[src/rtl/aes_mixcolumns_iter.sv]
// Iterative AES forward MixColumns. A captured 128-bit state is transformed
// COLS_PER_CYCLE columns per cycle into a result register, then held until
// the downstream handshake. A bypass flag (final round) copies columns through
// unchanged with identical timing.
module aes_mixcolumns_iter #(
    parameter int COLS_PER_CYCLE = 1
) (
    input  logic         clk,
    input  logic         rst_n,
    input  logic         in_valid,
    output logic         in_ready,
    input  logic [127:0] in_data,
    input  logic         in_bypass,
    output logic         out_valid,
    input  logic         out_ready,
    output logic [127:0] out_data,
    output logic         out_bypass
);

    // Column counter step and the counter value seen on the final BUSY cycle.
    localparam logic [1:0] CNT_STEP = 2'(COLS_PER_CYCLE);
    localparam logic [1:0] CNT_LAST = 2'(4 - COLS_PER_CYCLE);

    generate
        if (COLS_PER_CYCLE != 1 && COLS_PER_CYCLE != 2 && COLS_PER_CYCLE != 4) begin : g_cfg_error
            $error("aes_mixcolumns_iter: COLS_PER_CYCLE must be 1, 2 or 4");
        end
    endgenerate

    typedef enum logic [1:0] {
        IDLE,
        BUSY,
        DONE
    } state_t;

    state_t           state_q, state_d;
    logic [1:0]       cnt_q, cnt_d;
    // Index 0 maps to bits [127:96], i.e. column 0 (bytes 0..3).
    logic [0:3][31:0] src_q, src_d;
    logic [0:3][31:0] res_q, res_d;
    logic             byp_q, byp_d;

    // GF(2^8) multiply by x modulo x^8+x^4+x^3+x+1.
    function automatic logic [7:0] xtime(input logic [7:0] b);
        return {b[6:0], 1'b0} ^ (b[7] ? 8'h1b : 8'h00);
    endfunction

    // One column; row 0 lives in the most significant byte.
    function automatic logic [31:0] mix_col(input logic [31:0] col);
        logic [7:0] a0, a1, a2, a3;
        logic [7:0] b0, b1, b2, b3;
        a0 = col[31:24];
        a1 = col[23:16];
        a2 = col[15:8];
        a3 = col[7:0];
        b0 = xtime(a0) ^ xtime(a1) ^ a1 ^ a2 ^ a3;
        b1 = a0 ^ xtime(a1) ^ xtime(a2) ^ a2 ^ a3;
        b2 = a0 ^ a1 ^ xtime(a2) ^ xtime(a3) ^ a3;
        b3 = xtime(a0) ^ a0 ^ a1 ^ a2 ^ xtime(a3);
        return {b0, b1, b2, b3};
    endfunction

    // Next-state, datapath update and handshake outputs.
    always_comb begin
        // NOTE: every signal driven here gets a default first so that no path
        // leaves it unassigned, which would otherwise infer a latch.
        state_d   = state_q;
        cnt_d     = cnt_q;
        src_d     = src_q;
        res_d     = res_q;
        byp_d     = byp_q;
        in_ready  = (state_q == IDLE) && rst_n;
        out_valid = (state_q == DONE) && rst_n;

        unique case (state_q)
            IDLE: begin
                if (in_valid) begin
                    src_d   = in_data;
                    byp_d   = in_bypass;
                    cnt_d   = 2'd0;
                    state_d = BUSY;
                end
            end
            BUSY: begin
                for (int k = 0; k < COLS_PER_CYCLE; k++) begin
                    res_d[cnt_q + 2'(k)] = byp_q ? src_q[cnt_q + 2'(k)]
                                                 : mix_col(src_q[cnt_q + 2'(k)]);
                end
                // Counter holds on the last pass so it only wraps on BUSY entry.
                if (cnt_q == CNT_LAST) begin
                    state_d = DONE;
                end else begin
                    cnt_d = cnt_q + CNT_STEP;
                end
            end
            DONE: begin
                if (out_ready) begin
                    state_d = IDLE;
                end
            end
            default: state_d = IDLE;
        endcase
    end

    // Control state and visible result, cleared by synchronous reset.
    always_ff @(posedge clk) begin
        // NOTE: sequential state uses non-blocking assignments so every register
        // samples the pre-edge values regardless of statement order.
        if (!rst_n) begin
            state_q <= IDLE;
            cnt_q   <= 2'd0;
            res_q   <= '0;
            byp_q   <= 1'b0;
        end else begin
            state_q <= state_d;
            cnt_q   <= cnt_d;
            res_q   <= res_d;
            byp_q   <= byp_d;
        end
    end

    // Captured input word.
    always_ff @(posedge clk) begin
        // NOTE: the source register is not reset; it is always written on
        // acceptance before BUSY reads it, so its reset value is never observed.
        src_q <= src_d;
    end

    assign out_data   = res_q;
    assign out_bypass = byp_q;

endmodule

[config.mk]
export PLATFORM = sky130hd
export DESIGN_NAME = aes_mixcolumns_iter
export DESIGN_NICKNAME = d
export VERILOG_FILES = /design/src/rtl/aes_mixcolumns_iter.sv
export SDC_FILE = /design/constraint.sdc
export NUM_CORES = 1
export LEC_CHECK = 0
export CORE_MARGIN = 4
export CORE_UTILIZATION = 45
export CTS_CLUSTER_DIAMETER = 30
export DETAILED_ROUTE_END_ITERATION = 8
export PLACE_DENSITY = 0.74
export SLEW_MARGIN = 20
export SYNTH_ARGS = -nofsm -noshare
export SYNTH_HDL_FRONTEND = slang
export SYNTH_SLANG_ARGS = --single-unit
[constraint.sdc]
create_clock -name clk -period 14.6 [get_ports clk]
set_clock_uncertainty 0.05 [all_clocks]
set_input_delay 4.38 -clock clk [delete_from_list [all_inputs] [get_ports clk]]
set_output_delay 4.38 -clock clk [all_outputs]
set_load 0.02 [all_outputs]
==> results of run 1 <==
[placed cells by master (no fill, tap or decap), drive strengths merged, types with 17 or more instances in the layout]
| cell type | count |
|---|---|
| clkbuf | 59 |
| dfxtp | 133 |
| xnor2 | 51 |
| clkdlybuf4s50 | 262 |
| xor2 | 17 |
| nor2b | 92 |
| mux4 | 32 |
| a222oi | 76 |
| a221oi | 48 |
| edfxtp | 128 |
| o21ai | 49 |
[critical path, stage by stage]
cell	delay, ps
buf_2	80
buf_4	510
buf_4	560
nor3b_1	280
clkdlybuf4s50_1	680
[layer usage]
metal	part of all wire, %	vias to the layer above	track usage (%)
met2	47	419	36.06
met4	2.2	2	6.427
met3	9.9	51	6.339
met5	0.038	-	0
li1	-	3578	-
met1	41	3991	30.47
[per-stage QoR]
stage | hold slack [ps] | setup WS (ps)
2_1_floorplan | 454.3 | 24.48
3_3_place_gp | 474.9 | 3725
3_5_place_dp | 484.7 | 3658
4_1_cts | 498.8 | 3636
5_1_grt | 521.6 | 3417
6_report | 498.0 | 3656
[cell type report]
| type | count | area, um2 | share of cell area (%) |
|---|---|---|---|
| flip-flops and latches | 261 | 6509 | 41.80 |
| multi-input cells | 436 | 4210 | 27.04 |
| repair buffers | 272 | 2695 | 17.31 |
| clock buffers | 59 | 1379 | 8.856 |
| well taps | 324 | 405.4 | 2.604 |
| clock inverters | 31 | 360.3 | 2.314 |
| inverters | 3 | 11.26 | 0.07232 |
[power breakdown]
| part | internal [mW] | total (mW) | switching, mW |
|---|---|---|---|
| logic | 0.180 | 0.408 | 0.228 |
| clock network | 0.782 | 1.16 | 0.379 |
| registers | 0.813 | 0.832 | 0.0187 |
[worst min-delay path by stage]
stage                             from            to  slack [ps]  cells past startpoint
after detailed placement  out_data[85]  out_data[85]         480                      2
after global routing      out_data[32]  out_data[32]         520                      2
after global placement    out_data[32]  out_data[32]         470                      2
after CTS                 out_data[85]  out_data[85]         500                      2
final                     out_data[32]  out_data[32]         500                      2
after floorplan             state_q[1]    state_q[0]         450                      1
[flip-flops by register name, summed over array words and instances (netlist names)]
register,flops
cnt_q,2
out_bypass,1
out_data,128
state_q,2
src_q,128
[cell families (layout without fill, tap and decap cells)]
group	Yosys count	count (layout)	share of synthesized area [%]
XOR/XNOR	88	88	10.28
adder cells (fa/ha/maj)	4	4	0.4532
multiplexers	35	35	6.809
AND/OR/NAND/NOR	124	124	6.707
AO/OA/AOI/OAI	185	185	13.70
flip-flops	261	261	58.92
buffers and inverters	78	365	3.138
==> impl_metrics.ini, run 1 <==
[outcome]
status = complete, but fails checks
violations = DRC

[finish]
finalCoreUtilization_pct = 64.21
fin_area_um2 = 15570
layout.nets = 1160
fill_cells = 1846
drive_gt1_share_pct = 14.03
fin_cells = 1386
syn2layout_area_growth_pct = 40.99
num_antenna_cells = 0

[timing]
fin_tns_setup_ps = 0
finalSetupViolCount = 0
min_period_ps = 10940
rsz0062_at_grt = no
worstMarginPinSlew_ps = 994.4
finalHoldViolations = 0
relSlewSlack_pct = 33.54
fmaxAchievable_ghz = 0.09137
fin_crit_sh_pct = 74.96
finalMaxSlewViolations = 0

[grt]
grt_pass1_vias = 7868
antenna_found_initial = 1
track_usage_pct = 22.60
grt-ovfl-total = 0
grt_pass1_wl_um = 46710
grt_max_degree = 81

[worst_setup_path]
r2r_slack_ps = 11150
endpoint_kind = output pin
reg2reg_depth = 6
reg2reg_from = cnt_q[1]
crit_path_max_fanout = 79
crit_required_ps = 10170
crit_path_end = in_ready
r2r_end = out_data[29]
cp_data_arrival_time_ps = 6510
startpoint_type = primary input
setup.worst_path.class = in2out
crit_path_start = rst_n

[synthesis]
netlist_area_um2 = 11040
synth_top_area_share_pct = 34.81
synthFlopType = dfxtp_1
ys_async_sr_fraction_pct = 0
ys_warn_count = 0
syn_nets = 912
synthTopCellsByCount = 133 x dfxtp_1, 128 x edfxtp_1, 92 x nor2b_1
synthCells = 775
yosys-top-cells-area = edfxtp_1 35%, dfxtp_1 24%, a222oi_1 6.9%, mux4_2 6.5%, nor2b_1 5.2%
yosys.area.top_type = edfxtp_1
seq_area_frac_synth_pct = 58.92
ys_types = 34
avgSynthCellArea_um2 = 14.25
synth-edff-count = 128
synth_seq_cells = 261
synth.most_common_cell = dfxtp_1

[route]
drcViolationCount = 2
vias = 8041
drtPass1Iterations = 9
ant_nets = 0
routed_wl_um = 31610
post_drt_via_cell_ratio = 5.802
wl_per_cell_um = 22.81
drt_iter0_markers = 1226

[clock_tree]
ctsLongestPathBuffers = 3
clock_sink_count = 261
post_cts_resize_count = 0
clk_latency_ps = 530
cts_max_level = 2
cts_tree = done
clk_pin_slew_worst_paths_ps = 50
post_cts_buffers = 0
numCtsBuffers = 49
postCtsHoldBufs = 0
root_buffer = clkbuf_16

[pwr]
worst_ir_drop_vdd_mv = 0.1148
p_per_area_nw_per_um2 = 154.2
leakage_nw = 5.464
p_total_mw = 2.400

[min_path]
hp-class = reg2reg

[place]
place_area_um2 = 13830
gp_congestion = 0.7829
portBuffers = 263
dp_hpwl_um = 21410
placed_cells = 1296

[floorplan]
dieArea_um2 = 27110
die_w_um = 164.7
core_area_um2 = 24250
start_util_pct = 45.54
die_h_um = 164.7
pin_count = 264
rows = 57

[flow_run]
cap_violations = 0
No activity file was read; power rests on OpenSTA's default activity.
==> run 2, diff against run 1 <==
==> constraint.sdc (replaced) <==
create_clock -name clk -period 10.05 [get_ports clk]
set_clock_uncertainty 0.05 [all_clocks]
set_input_delay 3.015 -clock clk [delete_from_list [all_inputs] [get_ports clk]]
set_output_delay 3.015 -clock clk [all_outputs]
set_load 0.02 [all_outputs]
==> run 2 against run 1 <==
  * Worst hold slack got worse by 3.1 ps
  * Sequential power increased by 45%
  * Critical path type unchanged
  * The run now ends clean
  * Combinational power up 45%
  * Total power rose by 40%
  * Highest routed layer unchanged
  * Global-route usage hardly changed
  * First-iteration DRC count fell by 19%
==> impl_metrics.ini, run 2 (same netlist as run 1, synthesis figures left out) <==
[route]
ant_nets = 0
drtPass1Iterations = 6
wl_per_cell_um = 22.75
drcViolationCount = 0
vias = 7964
drt_iter0_markers = 999
post_drt_via_cell_ratio = 5.754
routed_wl_um = 31480

[timing]
finalMaxSlewViolations = 0
fmaxAchievable_ghz = 0.1421
min_period_ps = 7038
hold_ws_ps = 494.9
relSlewSlack_pct = 26.16
worstMarginPinSlew_ps = 1108
finalSetupViolCount = 0
finalHoldViolations = 0
fin_ws_ps = 3012
rsz0062_at_grt = no
fin_tns_setup_ps = 0
fin_crit_sh_pct = 70.03

[clock_tree]
cts_tree = done
post_cts_buffers = 0
clk_latency_ps = 540
numCtsBuffers = 50
clock_sink_count = 261
cts_max_level = 2
root_buffer = clkbuf_16
clk_pin_slew_worst_paths_ps = 50
postCtsHoldBufs = 0
post_cts_resize_count = 0
ctsLongestPathBuffers = 3

[finish]
fill_cells = 1803
fin_cells = 1384
drive_gt1_share_pct = 13.40
layout.nets = 1162
final_cell_mix = 262 x clkdlybuf4s50_1, 131 x dfxtp_1, 128 x edfxtp_1, 92 x nor2b_1, 76 x a222oi_1
register_area_um2 = 6509
num_antenna_cells = 0
final_common_cell = clkdlybuf4s50_1
multi_input_area_um2 = 4212
syn2layout_area_growth_pct = 39.90
finalCoreUtilization_pct = 63.72

[floorplan]
core_area_um2 = 24250
die_w_um = 164.7
start_util_pct = 45.54
rows = 57
die_h_um = 164.7
pin_count = 264
dieArea_um2 = 27110

[grt]
track_usage_pct = 22.62
grt_max_degree = 133
grt-ovfl-total = 0
antenna_found_initial = 1
grt_pass1_vias = 7908
grt_pass1_wl_um = 46740

[worst_setup_path]
cp_data_arrival_time_ps = 3970
startpoint_type = primary input
crit_required_ps = 6990
crit_chain = buf_2 > nor3b_1 > clkdlybuf4s50_1
cp_slowest_stage_delay_ps = 630
crit_path_max_fanout = 4
cp_slowest_cell = clkdlybuf4s50_1
endpoint_kind = output pin
reg2reg_depth = 7
setup.worst_path.class = in2out

[min_path]
hp-class = reg2reg
min_delay_path_depth = 2

[place]
gp_congestion = 0.7910
portBuffers = 263
dp_hpwl_um = 21230
dp_slack_ps = 3015
placed_cells = 1297

[flow_run]
cap_violations = 0

[pwr]
leakage_nw = 5.418
p_per_area_nw_per_um2 = 218.1
worst_ir_drop_vdd_mv = 0.1305

[outcome]
status = complete, no violations
==> run 2: worst paths after layout <==
path                                   start            to  slack [ps]
worst max-delay path                   rst_n      in_ready        3010
worst min-delay path            out_data[95]  out_data[95]         490
worst max register to register      cnt_q[0]  out_data[23]        6410
worst min register to register  out_data[95]  out_data[95]         490
==> run 2: area by class of cell <==
type                            count  share of cell area (%)
Sequential cell                   261                   42.13
Clock buffer                       58                   8.625
Multi-Input combinational cell    436                   27.26
Timing Repair Buffer              273                   17.49
Tap cell                          324                   2.624
Clock inverter                     29                   1.798
Inverter                            3                 0.07289
==> run 2: layer usage <==
metal | share of wire, % | global-route usage (%) | vias up
met1 | 40 | 30.45 | 3897
met5 | 0.064 | 0 | -
met2 | 47 | 35.50 | 426
met3 | 10 | 6.638 | 53
li1 | - | - | 3586
met4 | 2.2 | 7.259 | 2
==> run 2: where the power goes <==
group          internal [mW]  leakage [nW]  switching [mW]  total (mW)
Combinational          0.262          2.34           0.331       0.593
Clock                   1.02         0.780           0.543        1.57
Sequential              1.18          2.30          0.0269        1.21
Total                   2.47          5.42           0.900        3.37
==> run 2: per-stage QoR <==
| stage | power [mW] | area (um2) |
|---|---|---|
| 2_1_floorplan | 1.595 | 11050 |
| 4_1_cts | 3.387 | 15450 |
| 6_report | 3.369 | 15450 |
| 3_3_place_gp | 1.808 | 13840 |
| 5_1_grt | 3.481 | 15450 |
| 3_5_place_dp | 1.816 | 13840 |
==> run 2: worst max-delay path, delay by kind of cell <==
kind	cells	cell delay, ps
AND/OR/NAND/NOR	1	190
buffers and inverters	2	770
